==> config.mk <==
export PLATFORM = sky130hd
export DESIGN_NAME = sdram_arbit
export DESIGN_NICKNAME = d
export VERILOG_FILES = /design/src/rtl/sdram_pkg.sv /design/src/rtl/sdram_arbit.sv
export SDC_FILE = /design/constraint.sdc
export NUM_CORES = 1
export LEC_CHECK = 0
export ABC_AREA = 1
export CAP_MARGIN = 20
export CORE_MARGIN = 2
export CORE_UTILIZATION = 24
export DETAILED_ROUTE_END_ITERATION = 7
export PLACE_DENSITY_LB_ADDON = 0.25
export SLEW_MARGIN = 10
export SYNTH_ARGS = -nofsm -noshare
export SYNTH_HDL_FRONTEND = slang
export SYNTH_SLANG_ARGS = --single-unit
==> constraint.sdc <==
create_clock -name clk -period 1.35 [get_ports clk]
set_input_delay 0.135 -clock clk [delete_from_list [all_inputs] [get_ports clk]]
set_output_delay 0.135 -clock clk [all_outputs]
set_load 0.03 [all_outputs]
==> src/rtl/sdram_pkg.sv <==
// rtl/sdram_pkg.sv - shared SDRAM command constants and arbiter state encoding
package sdram_pkg;

    // {cs_n, ras_n, cas_n, we_n}
    localparam logic [3:0] CMD_NOP  = 4'b0111;
    localparam logic [3:0] CMD_PALL = 4'b0010;
    localparam logic [3:0] CMD_AREF = 4'b0001;
    localparam logic [3:0] CMD_ACT  = 4'b0011;
    localparam logic [3:0] CMD_WR   = 4'b0100;
    localparam logic [3:0] CMD_RD   = 4'b0101;

    localparam logic [2:0] ST_INIT  = 3'd0;
    localparam logic [2:0] ST_ARBIT = 3'd1;
    localparam logic [2:0] ST_AREF  = 3'd2;
    localparam logic [2:0] ST_WRITE = 3'd3;
    localparam logic [2:0] ST_READ  = 3'd4;

endpackage

==> src/rtl/sdram_arbit.sv <==
// rtl/sdram_arbit.sv - SDRAM engine arbiter and command/address pin multiplexer
module sdram_arbit #(
    parameter logic [3:0] CMD_NOP = 4'b0111,
    parameter int          ADDR_W = 13,
    parameter int          BA_W   = 2
) (
    input  logic              clk,
    input  logic              rst_n,
    input  logic              flag_init_end,
    input  logic [3:0]        init_cmd,
    input  logic [ADDR_W-1:0] init_addr,
    input  logic              aref_req,
    input  logic              flag_aref_end,
    input  logic [3:0]        aref_cmd,
    input  logic [ADDR_W-1:0] aref_addr,
    input  logic              wr_req,
    input  logic              flag_wr_end,
    input  logic [3:0]        wr_cmd,
    input  logic [ADDR_W-1:0] wr_addr,
    input  logic [BA_W-1:0]   wr_ba,
    input  logic              rd_req,
    input  logic              flag_rd_end,
    input  logic [3:0]        rd_cmd,
    input  logic [ADDR_W-1:0] rd_addr,
    input  logic [BA_W-1:0]   rd_ba,
    output logic              aref_en,
    output logic              wr_en,
    output logic              rd_en,
    output logic              sdram_cke,
    output logic [3:0]        sdram_cmd,
    output logic [ADDR_W-1:0] sdram_addr,
    output logic [BA_W-1:0]   sdram_ba
);
    import sdram_pkg::*;

    logic [2:0] state;
    logic [2:0] state_nxt;

    always_ff @(posedge clk or negedge rst_n) begin
        if (!rst_n) begin
            state <= ST_INIT;
        end else begin
            state <= state_nxt;
        end
    end

    // Each grant always passes back through ARBIT, so no two grants are adjacent.
    always_comb begin
        state_nxt = state;
        case (state)
            ST_INIT:  if (flag_init_end) state_nxt = ST_ARBIT;
            ST_ARBIT: begin
                if (aref_req)      state_nxt = ST_AREF;
                else if (wr_req)   state_nxt = ST_WRITE;
                else if (rd_req)   state_nxt = ST_READ;
            end
            ST_AREF:  if (flag_aref_end) state_nxt = ST_ARBIT;
            ST_WRITE: if (flag_wr_end)   state_nxt = ST_ARBIT;
            ST_READ:  if (flag_rd_end)   state_nxt = ST_ARBIT;
            default:  state_nxt = ST_INIT;
        endcase
    end

    assign aref_en   = (state == ST_AREF);
    assign wr_en     = (state == ST_WRITE);
    assign rd_en     = (state == ST_READ);
    assign sdram_cke = 1'b1;

    always_comb begin
        sdram_cmd  = CMD_NOP;
        sdram_addr = '0;
        sdram_ba   = '0;
        case (state)
            ST_INIT: begin
                sdram_cmd  = init_cmd;
                sdram_addr = init_addr;
            end
            ST_AREF: begin
                sdram_cmd  = aref_cmd;
                sdram_addr = aref_addr;
            end
            ST_WRITE: begin
                sdram_cmd  = wr_cmd;
                sdram_addr = wr_addr;
                sdram_ba   = wr_ba;
            end
            ST_READ: begin
                sdram_cmd  = rd_cmd;
                sdram_addr = rd_addr;
                sdram_ba   = rd_ba;
            end
            default: ;
        endcase
    end

endmodule

=== Word level (Yosys, flattened, before mapping) ===
Cells that the tools add are included.

* Flip-flop bits (word level): 3
* Input bits: 81
* Output and inout bits: 23
* Word-level logic and storage cells: 23

* Equal/unequal tests: 9
* Muxes and demuxes: 11
* Reductions and logical operators: 2

{| class="wikitable"
|+ Operator list
! kind !! number
|-
| $pmux 13 s4 || 1
|-
| $mux 3 || 7
|-
| $pmux 4 s4 || 1
|-
| $pmux 3 s5 || 1
|-
| $ne 2x2->1 const B || 4
|-
| $eq 3x2->1 const B || 2
|-
| $reduce_and 5->1 || 1
|-
| $ne 4x4->1 const B || 1
|-
| $pmux 2 s2 || 1
|-
| $eq 3x1->1 const B || 1
|-
| $eq 3x3->1 const B || 1
|-
| $logic_not 3->1 || 1
|}

=== Logic depth before layout (Yosys ltp) ===
* Word-level depth: 4
* Gate-level depth with buffers: 8
* Depth with buffers taken out: 8

=== Worst setup path before layout ===
OpenSTA, ideal clock, no wires.

* Path kind: flip-flop to output port
* From: reg state[2]
* To: out sdram_addr[1]
* Data arrival time: 1.329 ns
* Required time: 1.215 ns
* Path slack: -0.114 ns
* Stages on the path, launching flop included: 7
* Buffers on the path: 1
* Cell sequence: dfrtp_1 -> nor2_4 -> nand2_1 -> inv_2 -> buf_4 -> nand2_1 -> nand4_1

* Cells in the longest elaborated chain, start to end: 2
* Elaborated cells on any way between the ends: 5
* Those cells by class: 3 x eq/ne; 1 x mux; 1 x reduce/logical

{| class="wikitable"
|+ Ends and longest elaborated chain
! what !! line !! source
|-
| start: declaration || sdram_arbit.sv:36 || <nowiki>logic [2:0] state;</nowiki>
|-
| start signal: assignment || sdram_arbit.sv:43 || <nowiki>state <= state_nxt;</nowiki>
|-
| $eq 3x2->1 || - ||
|-
| net aref_en || sdram_arbit.sv:26 || <nowiki>output logic aref_en,</nowiki>
|-
| $pmux 13 s4 || sdram_arbit.sv:73 || <nowiki>case (state)</nowiki>
|-
| end: declaration || sdram_arbit.sv:31 || <nowiki>output logic [ADDR_W-1:0] sdram_addr,</nowiki>
|}

The timed path passes the listed nets, and every way through them passes these cells.

=== Final worst setup path ===
* From: reg state[0]
* To: out sdram_ba[0]

* Cells in the longest elaborated chain, start to end: 2
* Elaborated cells on any way between the ends: 3
* Those cells by class: 2 x eq/ne; 1 x mux

{| class="wikitable"
|+ Ends and longest elaborated chain
! what !! line !! source
|-
| $eq 3x3->1 or $eq 3x2->1 (tied branches) || sdram_arbit.sv:73 ||
|-
| $pmux 2 s2 * || sdram_arbit.sv:73 ||
|-
| end: declaration || sdram_arbit.sv:32 || <nowiki>output logic [BA_W-1:0] sdram_ba</nowiki>
|}

Mark *: on every way between the ends. The rest lies on a longest branch, timed or not.

==> impl_metrics.env <==
export IMPL_grt_first_pass_wirelength_um=5685
export IMPL_clock_latency_ps=240
export IMPL_clkTransAtPathRegs_ps=40
export IMPL_dieHeight_um=59.93
export IMPL_power_leakage_nw=0.9111
export IMPL_crit_top_cell="buf_6"
export IMPL_crit_buf_inv=3
export IMPL_largest_reg_flops=3
export IMPL_n_antenna_cell=0
export IMPL_skew_ps=5.483
export IMPL_crit_family="flip-flops"
export IMPL_crit_cells=6
export IMPL_ys_seq_area_frac=0.1000
export IMPL_startpoint_type="register"
export IMPL_grt_pass1_vias=1344
export IMPL_cp_arrival_ps=1480
export IMPL_clock_sinks=3
export IMPL_dp_cells=287
export IMPL_h_tree_depth=1
export IMPL_synth_warning_count=0
export IMPL_io_pins=104
export IMPL_core_mm2=0.003003
export IMPL_slowest_delay_ps=450
export IMPL_die_width_um=59.93
export IMPL_reg2reg_depth=10
export IMPL_cts_buffers=3
export IMPL_wl_per_cell_um=12.85
export IMPL_overflow=0
export IMPL_final_setup_tns_ps=-4833
export IMPL_crit_path_cell_trace="nor2_4 -> nand2_2 -> inv_4 -> buf_6 -> a22o_1 -> buf_6"
export IMPL_hold_class="in -> async"
export IMPL_antenna_found_initial=0
export IMPL_maxCapViolCount=0
export IMPL_nets=343
export IMPL_dpl_hpwl_um=3018
export IMPL_reg_largest_list="state: 3 flops"
export IMPL_critPathSlowestCell="dfrtp_2"
export IMPL_dieArea_mm2=0.003592
export IMPL_grt_usage=0.2050
export IMPL_rsz0062_at_grt="true"
export IMPL_status="finished, violations left"
export IMPL_netlist_area_um2=750.7
export IMPL_root_buffer="clkbuf_4"
export IMPL_drive_above_1_share=0.2720
export IMPL_fill_cells=260
export IMPL_syn_num_nets=226
export IMPL_clockBufferDepth=2
export IMPL_ir_drop_v=0.0008855
export IMPL_grt_max_degree=14
export IMPL_synthArstFlopShare=1.000
export IMPL_dpl_cell_area_mm2=0.001851
export IMPL_vias_per_cell=4.738
export IMPL_io_buffers=102
export IMPL_cellPowerDensity_mw_per_mm2=1822
export IMPL_drtIter0Drc=26
export IMPL_initial_core_util=0.2500
export IMPL_avgSynthCellArea_um2=5.177
export IMPL_num_vias=1393
export IMPL_synth_edf_count=0
export IMPL_largest_register="state"
export IMPL_rows=20
export IMPL_syn_inst=145
export IMPL_finalWorstSetupSlack_ps=-268.4
export IMPL_violations="setup timing"
export IMPL_netlist_cell_type_count=19
export IMPL_fin_util=0.6888
export IMPL_final_cells=294
export IMPL_crit_type="reg -> out"
export IMPL_fin_crit_ps=1618
export IMPL_ys_ff_latch=3
export IMPL_cp_max_fo=6
export IMPL_design_area_mm2=0.002068
export IMPL_max_freq_ghz=0.6179
export IMPL_critPathCaptureType="output pin"
export IMPL_totalWireLength_um=3778
export IMPL_hold_viol_final=0
export IMPL_area_delta_synth_final_pct=175.5
export IMPL_drtPass1Iterations=4
export IMPL_maxSlewViolCount=0
export IMPL_synth_ff_type="dfrtp_1"
export IMPL_pre_cts_slack_ps=-48.04
export IMPL_rrSetupSlack_ps=-80
export IMPL_crit_required_ps=1220
export IMPL_finalSetupViolCount=24
export IMPL_post_route_period_util=1.199
export IMPL_place_gp_congestion=0.7988
export IMPL_antenna_left=0
export IMPL_cts_tree="yes"
export IMPL_drc=0
export IMPL_holdWs_ps=78.66
export IMPL_p_total_mw=3.768
## per-layer routing
layer,vias to the layer above,GRT usage,part of all wire
li1,712,-,-
met1,610,0.2052,0.37
met2,62,0.4115,0.51
met3,9,0.04762,0.094
met4,0,0.05397,0.020
met5,-,0,0
## worst register-to-register path, stage by stage, from the launching register on
cell and delay, ps:
dfrtp_2 430, nor2_4 80, buf_4 130, buf_4 120
buf_4 120, nand3_2 60, nand2_2 60, nor2_4 130
nand2_2 70, nand2_1 60, nand2_1 50
## cell usage after synthesis (2+ instances only)
| cell type | count | area, um^2 |
|---|---|---|
| a22o_1 | 2 | 17.52 |
| buf_2 | 2 | 10.01 |
| buf_4 | 5 | 37.54 |
| dfrtp_1 | 3 | 75.07 |
| inv_1 | 11 | 41.29 |
| inv_2 | 2 | 7.510 |
| nand2_1 | 65 | 244.0 |
| nand3_1 | 23 | 115.1 |
| nand4_1 | 15 | 93.84 |
| nor2_1 | 4 | 15.01 |
| nor2_2 | 3 | 18.77 |
| nor3b_1 | 3 | 22.52 |
## report_power, final
part           total, mW  internal [mW]  leakage (nW)  switching, mW
clock network      0.162          0.111        0.0150         0.0512
registers          0.208          0.132        0.0342         0.0764
logic               3.40           1.58         0.862           1.82
total               3.77           1.82         0.911           1.95
## path summary, 6_finish.rpt
path                                from     endpoint
worst max-delay path            state[0]  sdram_ba[0]
worst min-delay path               rst_n     state[0]
worst max register to register  state[0]     state[1]
worst min register to register  state[2]     state[2]
max in group asynchronous          rst_n     state[1]
min in group clk                  rd_req     state[2]
## timing repair
action,in CTS,in global routing
endpoints found under the hold margin,0,0
buffers inserted,1,1
gates resized for setup,26,16
hold buffers,0,0
gates cloned,0,1
endpoints found under the setup margin,22,25
pin swaps,2,11
## cell usage in the layout, fill, tap and decap left out
master	n
nand4_1	15
buf_6	27
buf_12	1
nor2_1	4
or2_2	1
a21oi_2	1
nand3_2	4
o21ai_0	1
buf_4	11
dfrtp_2	3
nand2_1	57
inv_2	2
clkbuf_1	1
inv_4	1
a22o_1	2
nor2_4	4
nor3b_2	3
conb_1	1
clkbuf_16	1
clkbuf_4	3
clkdlybuf4s50_1	80
nand2_2	9
inv_1	10
nand3_1	19
## cells by family (layout without fill, tap and decap cells)
group	count (synthesis)	in the layout	synth area share
flip-flops	3	3	0.1000
AO/OA/AOI/OAI	4	4	0.04167
AND/OR/NAND/NOR	116	116	0.7100
buffers and inverters	21	137	0.1433
other	1	1	0.004995
## cell type report
class                   count  area, um^2  share of cell area
repair buffers            120        1232              0.5959
multi-input cells         121       638.1              0.3085
flip-flops and latches      3       78.83             0.03811
inverters                  13       51.30             0.02480
well taps                  33       41.29             0.01996
clock buffers               4       26.28             0.01270
Note: power is estimated with default switching activity, not from simulation.
